--- src/rtl/rst_seq_pkg.sv ---
// Shared types and helpers for the staged reset sequencer (rst_seq).
package rst_seq_pkg;

    typedef enum logic [2:0] {
        S_HOLD,
        S_WAIT,
        S_GAP,
        S_DONE,
        S_FAULT
    } rst_seq_state_e;

    // Width of a counter that can reach the largest of the three cycle limits.
    function automatic int cnt_width(input int hold, input int gap, input int timeout);
        int m;
        m = hold;
        if (gap > m) m = gap;
        if (timeout > m) m = timeout;
        return $clog2(m + 1);
    endfunction

endpackage

--- src/rtl/rst_seq_timer.sv ---
// Saturating cycle counter with synchronous clear and a terminal flag.
// tc is high on the edge that would be the term-th counted edge since clear.
module rst_seq_timer #(
    parameter int CNT_W = 16
) (
    input  logic             clk,
    input  logic             rst,
    input  logic             clr,
    input  logic             en,
    input  logic [CNT_W-1:0] term,
    output logic             tc
);

    logic [CNT_W-1:0] cnt;

    // Count enabled edges, hold at all-ones instead of wrapping.
    always_ff @(posedge clk or posedge rst) begin
        if (rst) begin
            cnt <= '0;
        end else if (clr) begin
            cnt <= '0;
        end else if (en && (cnt != '1)) begin
            cnt <= cnt + CNT_W'(1);
        end
    end

    assign tc = ({1'b0, cnt} + (CNT_W + 1)'(1)) >= {1'b0, term};

endmodule

--- src/rtl/rst_seq.sv ---
// Staged reset sequencer: releases NUM_STAGES resets in order, each waiting on
// the previous stage's ready, with a sticky fault on ready timeout.
// Optional feature macro: RST_SEQ_SOFT_RST_EN (adds soft_rst_req re-run input).
module rst_seq
    import rst_seq_pkg::*;
#(
    parameter int NUM_STAGES     = 4,
    parameter int HOLD_CYCLES    = 16,
    parameter int GAP_CYCLES     = 8,
    parameter int TIMEOUT_CYCLES = 65535
) (
    input  logic                            clk,
    input  logic                            rst,
    input  logic [NUM_STAGES-1:0]           stage_rdy,
`ifdef RST_SEQ_SOFT_RST_EN
    input  logic                            soft_rst_req,
`endif
    output logic [NUM_STAGES-1:0]           rst_out,
    output logic [$clog2(NUM_STAGES+1)-1:0] cur_stage,
    output logic                            done,
    output logic                            fault
);

    localparam int IDX_W = $clog2(NUM_STAGES + 1);
    localparam int CNT_W = cnt_width(HOLD_CYCLES, GAP_CYCLES, TIMEOUT_CYCLES);

    rst_seq_state_e        state;
    logic                  soft_req;
    logic                  rdy_cur;
    logic                  is_last;
    logic [IDX_W-1:0]      next_stage;
    logic [NUM_STAGES-1:0] rel_mask;
    logic                  tmr_clr;
    logic                  tmr_en;
    logic                  tmr_tc;
    logic [CNT_W-1:0]      tmr_term;

`ifdef RST_SEQ_SOFT_RST_EN
    assign soft_req = soft_rst_req;
`else
    assign soft_req = 1'b0;
`endif

    assign is_last    = (cur_stage == IDX_W'(NUM_STAGES - 1));
    assign next_stage = cur_stage + IDX_W'(1);

    // Select the ready of the stage being waited on and the one-hot release mask of the next stage.
    always_comb begin
        rdy_cur  = 1'b0;
        rel_mask = '0;
        for (int unsigned k = 0; k < NUM_STAGES; k++) begin
            if (IDX_W'(k) == cur_stage)  rdy_cur     = stage_rdy[k];
            if (IDX_W'(k) == next_stage) rel_mask[k] = 1'b1;
        end
    end

    // Terminal count for the shared timer depends only on the phase being timed.
    always_comb begin
        tmr_term = CNT_W'(HOLD_CYCLES);
        case (state)
            S_WAIT:  tmr_term = CNT_W'(TIMEOUT_CYCLES);
            S_GAP:   tmr_term = CNT_W'(GAP_CYCLES);
            default: tmr_term = CNT_W'(HOLD_CYCLES);
        endcase
    end

    // Timer clears on every phase entry and counts while a phase is in progress.
    always_comb begin
        tmr_clr = 1'b0;
        tmr_en  = 1'b0;
        if (soft_req) begin
            tmr_clr = 1'b1;
        end else begin
            case (state)
                S_HOLD: begin
                    tmr_clr = tmr_tc;
                    tmr_en  = !tmr_tc;
                end
                S_WAIT: begin
                    tmr_clr = rdy_cur;
                    tmr_en  = !rdy_cur;
                end
                S_GAP: begin
                    tmr_clr = tmr_tc;
                    tmr_en  = !tmr_tc;
                end
                default: begin
                    tmr_clr = 1'b0;
                    tmr_en  = 1'b0;
                end
            endcase
        end
    end

    rst_seq_timer #(
        .CNT_W(CNT_W)
    ) u_timer (
        .clk  (clk),
        .rst  (rst),
        .clr  (tmr_clr),
        .en   (tmr_en),
        .term (tmr_term),
        .tc   (tmr_tc)
    );

    // Sequencer FSM with registered reset outputs, stage index and status flags.
    always_ff @(posedge clk or posedge rst) begin
        if (rst) begin
            state     <= S_HOLD;
            rst_out   <= '1;
            cur_stage <= '0;
            done      <= 1'b0;
            fault     <= 1'b0;
        end else if (soft_req) begin
            state     <= S_HOLD;
            rst_out   <= '1;
            cur_stage <= '0;
            done      <= 1'b0;
            fault     <= 1'b0;
        end else begin
            case (state)
                S_HOLD: begin
                    if (tmr_tc) begin
                        rst_out[0] <= 1'b0;
                        state      <= S_WAIT;
                    end
                end
                S_WAIT: begin
                    // Ready takes priority over a timeout landing on the same edge.
                    if (rdy_cur) begin
                        if (is_last) begin
                            done      <= 1'b1;
                            cur_stage <= IDX_W'(NUM_STAGES);
                            state     <= S_DONE;
                        end else if (GAP_CYCLES == 0) begin
                            rst_out   <= rst_out & ~rel_mask;
                            cur_stage <= next_stage;
                            state     <= S_WAIT;
                        end else begin
                            state <= S_GAP;
                        end
                    end else if (tmr_tc) begin
                        fault   <= 1'b1;
                        rst_out <= '1;
                        done    <= 1'b0;
                        state   <= S_FAULT;
                    end
                end
                S_GAP: begin
                    if (tmr_tc) begin
                        rst_out   <= rst_out & ~rel_mask;
                        cur_stage <= next_stage;
                        state     <= S_WAIT;
                    end
                end
                default: begin
                    state <= state;
                end
            endcase
        end
    end

endmodule

--- config.mk ---
export PLATFORM = sky130hd
export DESIGN_NAME = rst_seq
export DESIGN_NICKNAME = d
export VERILOG_FILES = /design/src/rtl/rst_seq_pkg.sv /design/src/rtl/rst_seq_timer.sv /design/src/rtl/rst_seq.sv
export SDC_FILE = /design/constraint.sdc
export NUM_CORES = 1
export LEC_CHECK = 0
export ABC_AREA = 1
export ABC_CLOCK_PERIOD_IN_PS = 4500
export CORE_MARGIN = 1.5
export CORE_UTILIZATION = 55
export CTS_CLUSTER_DIAMETER = 80
export DETAILED_ROUTE_END_ITERATION = 16
export PLACE_DENSITY = 0.86
export SLEW_MARGIN = 10
export SYNTH_ARGS = -nofsm -noshare
export SYNTH_HDL_FRONTEND = slang
export SYNTH_HIERARCHICAL = 1
export SYNTH_SLANG_ARGS = --single-unit
--- constraint.sdc ---
create_clock -name clk -period 4.5 [get_ports clk]
set_clock_uncertainty 0.15 [all_clocks]
set_input_delay 0.9 -clock clk [delete_from_list [all_inputs] [get_ports clk]]
set_output_delay 0.9 -clock clk [all_outputs]
set_load 0.01 [all_outputs]
* Word-level counts from Yosys, hierarchy flattened
Cells that the tools add are included.
** Storage, ports and cells
- Input bits :: 6
- Bits in registers :: 28
- ROM bits :: 0
- Memories kept :: 0
- Bits in writable memories :: 0
- Latch bits :: 0
- Output and inout port bits :: 9
** Cells by class
- Bitwise gates (word level) :: 3
- Divide/modulo/power cells :: 0
- Shift operators :: 0
- Multiply operators :: 0
- Add/subtract/negate cells :: 3
- Equal/unequal tests :: 19
- Muxes and demuxes :: 30
- Reductions and logical operators :: 18
- $lt $le $gt $ge :: 1
** Operators with widths (count)
- $mux W16 :: 2
- $pmux W16 S2 :: 1
- $mux W3 :: 6
- $pmux W3 S2 :: 3
- $add A16 B1 Y17 const B :: 1
- $ge A17 B16 Y1 :: 1
- $add A16 B1 Y16 const B :: 1
- $ne A16 B16 Y1 const B :: 1
- $eq A2 B3 Y1 const A :: 4
- $mux W1 :: 12
- $mux W4 :: 3
- $ne A2 B2 Y1 const B :: 6
- $logic_not A3 Y1 :: 3
- $reduce_and A3 Y1 :: 3
- $reduce_and A4 Y1 :: 2
- $reduce_bool A2 Y1 :: 4
- $eq A1 B3 Y1 const A :: 2
- $eq A3 B2 Y1 const B :: 2
- $reduce_and A5 Y1 :: 1
- $and A4 B4 Y4 :: 1
- $ne A2 B1 Y1 const B :: 2
- $not A4 Y4 :: 1
- $pmux W1 S2 :: 2
- $add A3 B1 Y3 const B :: 1
- other kinds (8) :: 9

* Logic depth before layout (Yosys ltp)
- Depth in word-level cells :: 10
- Mapped depth :: 26
- Gate-level depth less buffers :: 25

* By module
Netlist, hierarchy kept.
** By module, submodules not included
- rst_seq_timer :: seq. area each 400.4 µm², area an instance 1483.9 µm², cells an instance 208, times used 1
- rst_seq :: seq. area each 305.3 µm², area an instance 777.0 µm², cells an instance 104, times used 1

* Worst setup path before layout
Ideal clock, no wire load.
- Kind :: register to register
- Start :: register u_timer.cnt[0]
- End :: register u_timer.cnt[9]
- Stages on the path, launching flop included :: 25
- Path slack :: 1.280 ns
- Setup time :: 0.119 ns
- Period minus slack after synthesis :: 3.220 ns
- Arrival time :: 2.951 ns
- Buffers on the path :: 1
- Path through :: dfrtp_1 -> ha_1 -> nand2_2 -> nor3_4 -> nand2_1 -> nand2_1 -> and2_1 -> inv_1 -> ha_1 -> nand2_1 -> nor2_1 -> nand2_1 -> nor2_1 -> nor2_1 -> nand3_1 -> nor2_1 -> nand3_1 -> buf_2 -> inv_1 -> o21ai_0 -> inv_1 -> nand2_4 -> inv_4 -> nand2_2 -> o21ai_2
** Between the ends
- Elaborated cells between the ends (all ways) :: 11
** RTL lines
- start: declaration :: RTL line rst_seq_timer.sv:14 : logic [CNT_W-1:0] cnt;
- start signal: assignment :: RTL line rst_seq_timer.sv:23 : cnt <= cnt + CNT_W'(1);
- $add A16 B1 Y17 * :: RTL line rst_seq_timer.sv:27 : assign tc = ({1'b0, cnt} + (CNT_W + 1)'(1)) >= {1'b0, term};
- $ge A17 B16 Y1 * :: RTL line rst_seq_timer.sv:27
- net tmr_tc :: RTL line rst_seq.sv:35 : logic tmr_tc;
- $pmux W1 S2 * :: RTL line rst_seq.sv:74 : case (state)
- net tmr_clr :: RTL line rst_seq.sv:33 : logic tmr_clr;
- $mux W16 / $reduce_bool A2 Y1 (equally long branches)
The timed path passes the listed nets; every way through them passes the cells marked *. The select of a mux whose other input is x is not followed.
A chain may end at the register's enable or synchronous reset.

* Final worst setup path
- Start :: register state[1]
- End :: register u_timer.cnt[7]
** Between the ends
- Longest elaborated chain between the ends :: 7
- Elaborated cells between the ends (all ways) :: 12
** RTL lines
- start: declaration :: RTL line rst_seq.sv:27 : rst_seq_state_e state;
- start signal: assignment :: RTL line rst_seq.sv:157 : state <= state;
- $eq A3 B2 Y1 / $eq A3 B1 Y1 (equally long branches) :: RTL line rst_seq.sv:60 : case (state)
- $pmux W16 S2 * :: RTL line rst_seq.sv:60
- net tmr_term[0] :: RTL line rst_seq.sv:36 : logic [CNT_W-1:0] tmr_term;
- $ge A17 B16 Y1 * :: RTL line rst_seq_timer.sv:27
- net tmr_tc :: RTL line rst_seq.sv:35
- $logic_not A1 Y1 * :: RTL line rst_seq.sv:77, rst_seq.sv:85
- $pmux W1 S2 * :: RTL line rst_seq.sv:74
- net tmr_en :: RTL line rst_seq.sv:34 : logic tmr_en;
- $logic_and A1 B1 Y1 * :: RTL line rst_seq_timer.sv:22 : end else if (en && (cnt != '1)) begin
- $reduce_bool A2 Y1 (no line) *
The timed path passes the listed nets; every way through them passes the cells marked *.

==> results.yml <==
outcome:
  status: "complete, no violations"
synthesis:
  ys_seq_area_share_pct: 31.2
  ys_types: 30
  synth_area_leaders: "dfrtp_1 (27%), nand2_1 (14%), ha_1 (13%)"
  syn_area_mm2: 0.00226
  ys_ff_latch: 28
  ys.warnings.count: 6
  syn_area_per_cell_um2: 7.25
  synth_top_area_cell: "dfrtp_1"
  syn_inst: 312
  syn_nets: 341
  yosysTopAreaCellShare_pct: 26.6
setup_path:
  critPathArrivalTime_ns: 3.86
  r2r-end: "u_timer/cnt[7]"
  r2r_slack_ns: 0.68
  path_cells: "nor3_4, inv_2, nand2_4, inv_1, ha_1, nand2_1, nor2_1, nand2_1, nor2_1, nor2_1, nand3_1, nor2_1, nand3_1, inv_1, nand2_1, o21ai_0, inv_1, nor2_4, nand2_4, inv_4, nand2_1, o21ai_1"
  crit_required_ns: 4.55
  worstSetupStartpoint: "state[1]"
  critPathMaxFanout: 19
  critPathTopFamily: "simple AND/OR/NAND/NOR gates"
  crit_path_end_kind: "flip-flop"
  crit_buf_inv: 5
  cpPeakStageDelay_ns: 0.62
  path_class: "flip-flop to flip-flop"
  r2r-start: "state[1]"
  rr_worst_depth: 22
  start_kind: "flip-flop"
  cpMaxStageDelayCell: "nor3_4"
global_routing:
  grt_start_max_net_pins: 20
  antenna_found_initial: 0
  grt_pass1_vias: 1808
  grt_pass1_wl_um: 8080
  grt_overflow: 0
  grt_use_total_pct: 23.7
clock_network:
  cts_sinks: 28
  holdBufCountCts: 0
  path_clk_slew_ns: 0.09
  cts-root-buf: "clkbuf_8"
  cts_tree: "yes"
  cts_resized: 0
  post-cts-setup-buffer-count: 0
  h-tree-depth: 1
  cts_max_path_buffers: 2
  clock_latency_ns: 0.29
  cts_buffers: 3
cells_and_area:
  final_common_cell: "nand2_1"
  drive_gt1_share_pct: 8.81
  nets: 359
  fillers: 335
  layout_common_cells: "nand2_1 (87), inv_1 (56), dfrtp_1 (24), ha_1 (23), nor2_1 (21)"
  final-seq-area_um2: 706
  multi_input_area_mm2: 0.00133
  fin_util_pct: 63.7
  n_antenna_cell: 0
  final_area_mm2: 0.00253
  syn_to_final_growth_pct: 11.9
job:
  maxCapViolations: 0
power_and_ir_drop:
  p_sw_w: 0.0000915
  seq_power_share_pct: 53.9
  total_power_w: 0.000467
  power.internal_w: 0.000375
  p_comb_share_pct: 2.5
  p_leak_nw: 1.23
  cellPowerDensity_mw_per_mm2: 185
  p_sw_share_pct: 19.6
  p_clk_share_pct: 43.7
  peakVddDrop_v: 0.000220
timing:
  timing.final.crit_share_pct: 84.8
  finalSetupViolCount: 0
  period_needed_ns: 3.82
  drv_slew: 0
  hold_violations: 0
  max_freq_ghz: 0.262
  relSlewSlack_pct: 54.3
  rsz0062_at_grt: "no"
  worst_slew_pin_slew_ns: 0.683
  tns_ns: 0
min_path:
  hold_end: "rst_out[0]"
  holdPathStages: 2
  hp-class: "flip-flop to flip-flop"
  worstHoldStart: "rst_out[0]"
route:
  routedWlPerCell_um: 12.9
  vias: 1997
  viasPerCell: 5.27
  routed_wl_um: 4870
  drt_iter0_markers: 158
  drc_errors: 0
  detail_route.first_pass.iterations: 4
  antenna_left: 0
floorplanning:
  io_pins: 15
  initial_core_util_pct: 56.9
  fp.coreArea_mm2: 0.00397
  rows: 23
  die_y_um: 67.1
  die_w_um: 67.1
  dieArea_mm2: 0.00450
placed_design:
  post_dp_cell_area_mm2: 0.00246
  place_congestion: 0.886
  dp_hpwl_um: 3810
  port_buffers: 14
==> Yosys cell counts <==
cell / instances
dfstp_2: 4
xor2_1: 10
nor2_1: 21
nand3_1: 15
nor2_4: 5
or2_2: 1
clkinv_2: 1
dfrtp_1: 24
o211ai_2: 1
nand2_1: 87
nor3_4: 2
inv_4: 1
o21ai_0: 13
and2_1: 1
a21oi_1: 7
o21ai_2: 1
o21a_1: 1
o22ai_1: 4
ha_1: 23
nand4_1: 10
nor3_1: 4
nand2_4: 3
nand2_2: 3
inv_2: 1
nand3b_1: 1
xnor2_2: 1
nand3_2: 1
o21ai_1: 9
inv_1: 56
buf_2: 1
==> worst max path at each step <==
| stage | endpoint | slack, ns | cells after the start |
|---|---|---|---|
| final | u_timer/cnt[7] | 0.68 | 22 |
| after global routing | u_timer/cnt[7] | 0.29 | 20 |
| after CTS | u_timer/cnt[7] | 0.71 | 22 |
| after detailed placement | u_timer/cnt[7] | 0.75 | 20 |
| after global placement | u_timer/cnt[7] | 0.81 | 18 |
| after floorplan | u_timer/cnt[9] | 1.28 | 24 |
==> through the flow <==
| stage | hold slack (ns) | cells | worst slack, ns |
|---|---|---|---|
| after floorplan | 0.292 | 312 | 1.28 |
| after global placement | 0.310 | 375 | 0.813 |
| after detailed placement | 0.315 | 375 | 0.749 |
| after CTS | 0.330 | 379 | 0.712 |
| after global routing | 0.363 | 379 | 0.293 |
| final | 0.326 | 379 | 0.684 |
==> power by group through the flow <==
stage | clock network (W) | registers [W] | logic [W]
after floorplan | 0 | 0.000256 | 0.00000532
after global placement | 0 | 0.000256 | 0.0000114
after detailed placement | 0 | 0.000256 | 0.0000118
after CTS | 0.000206 | 0.000252 | 0.0000118
after global routing | 0.000215 | 0.000252 | 0.0000135
final | 0.000204 | 0.000252 | 0.0000115
==> tightest hold or removal path: cells and delay by family, from the launching register on <==
family        cells  cell delay, ns
flops             1            0.38
simple gates      2            0.09
==> kinds of logic (layout without fill, tap and decap cells) <==
| logic type | Yosys count | after routing | synth area share (%) |
|---|---|---|---|
| adders and majority gates | 23 | 23 | 12.7 |
| AOI/OAI and AO/OA | 36 | 36 | 8.80 |
| buffers and inverters | 60 | 77 | 10.2 |
| DFF | 28 | 28 | 31.2 |
| xor gates and xnor gates | 11 | 11 | 4.59 |
| and+or+nand+nor | 154 | 154 | 32.5 |
==> registers in the layout, summed over array words and instances, names as in the netlist <==
signal and count:
state 3, u_timer/cnt 16, cur_stage 3, fault 1, done 1, rst_out 4
==> metal layers <==
layer	vias up	share of wire, %	GRT usage (%)
met4	0	1.4	7.91
met1	918	45	31.8
met5	-	0	0
li1	1022	-	-
met2	51	48	39.0
met3	6	4.9	3.55
==> layout make-up <==
class	instances	area share, %
tap	50	2.47
multi-input combinational	224	52.4
timing repair buffer	14	5.54
clock buffer	3	1.63
clock inverter	1	1.19
inverter	59	8.90
sequential	28	27.9
No activity file was read; power rests on OpenSTA's default activity.
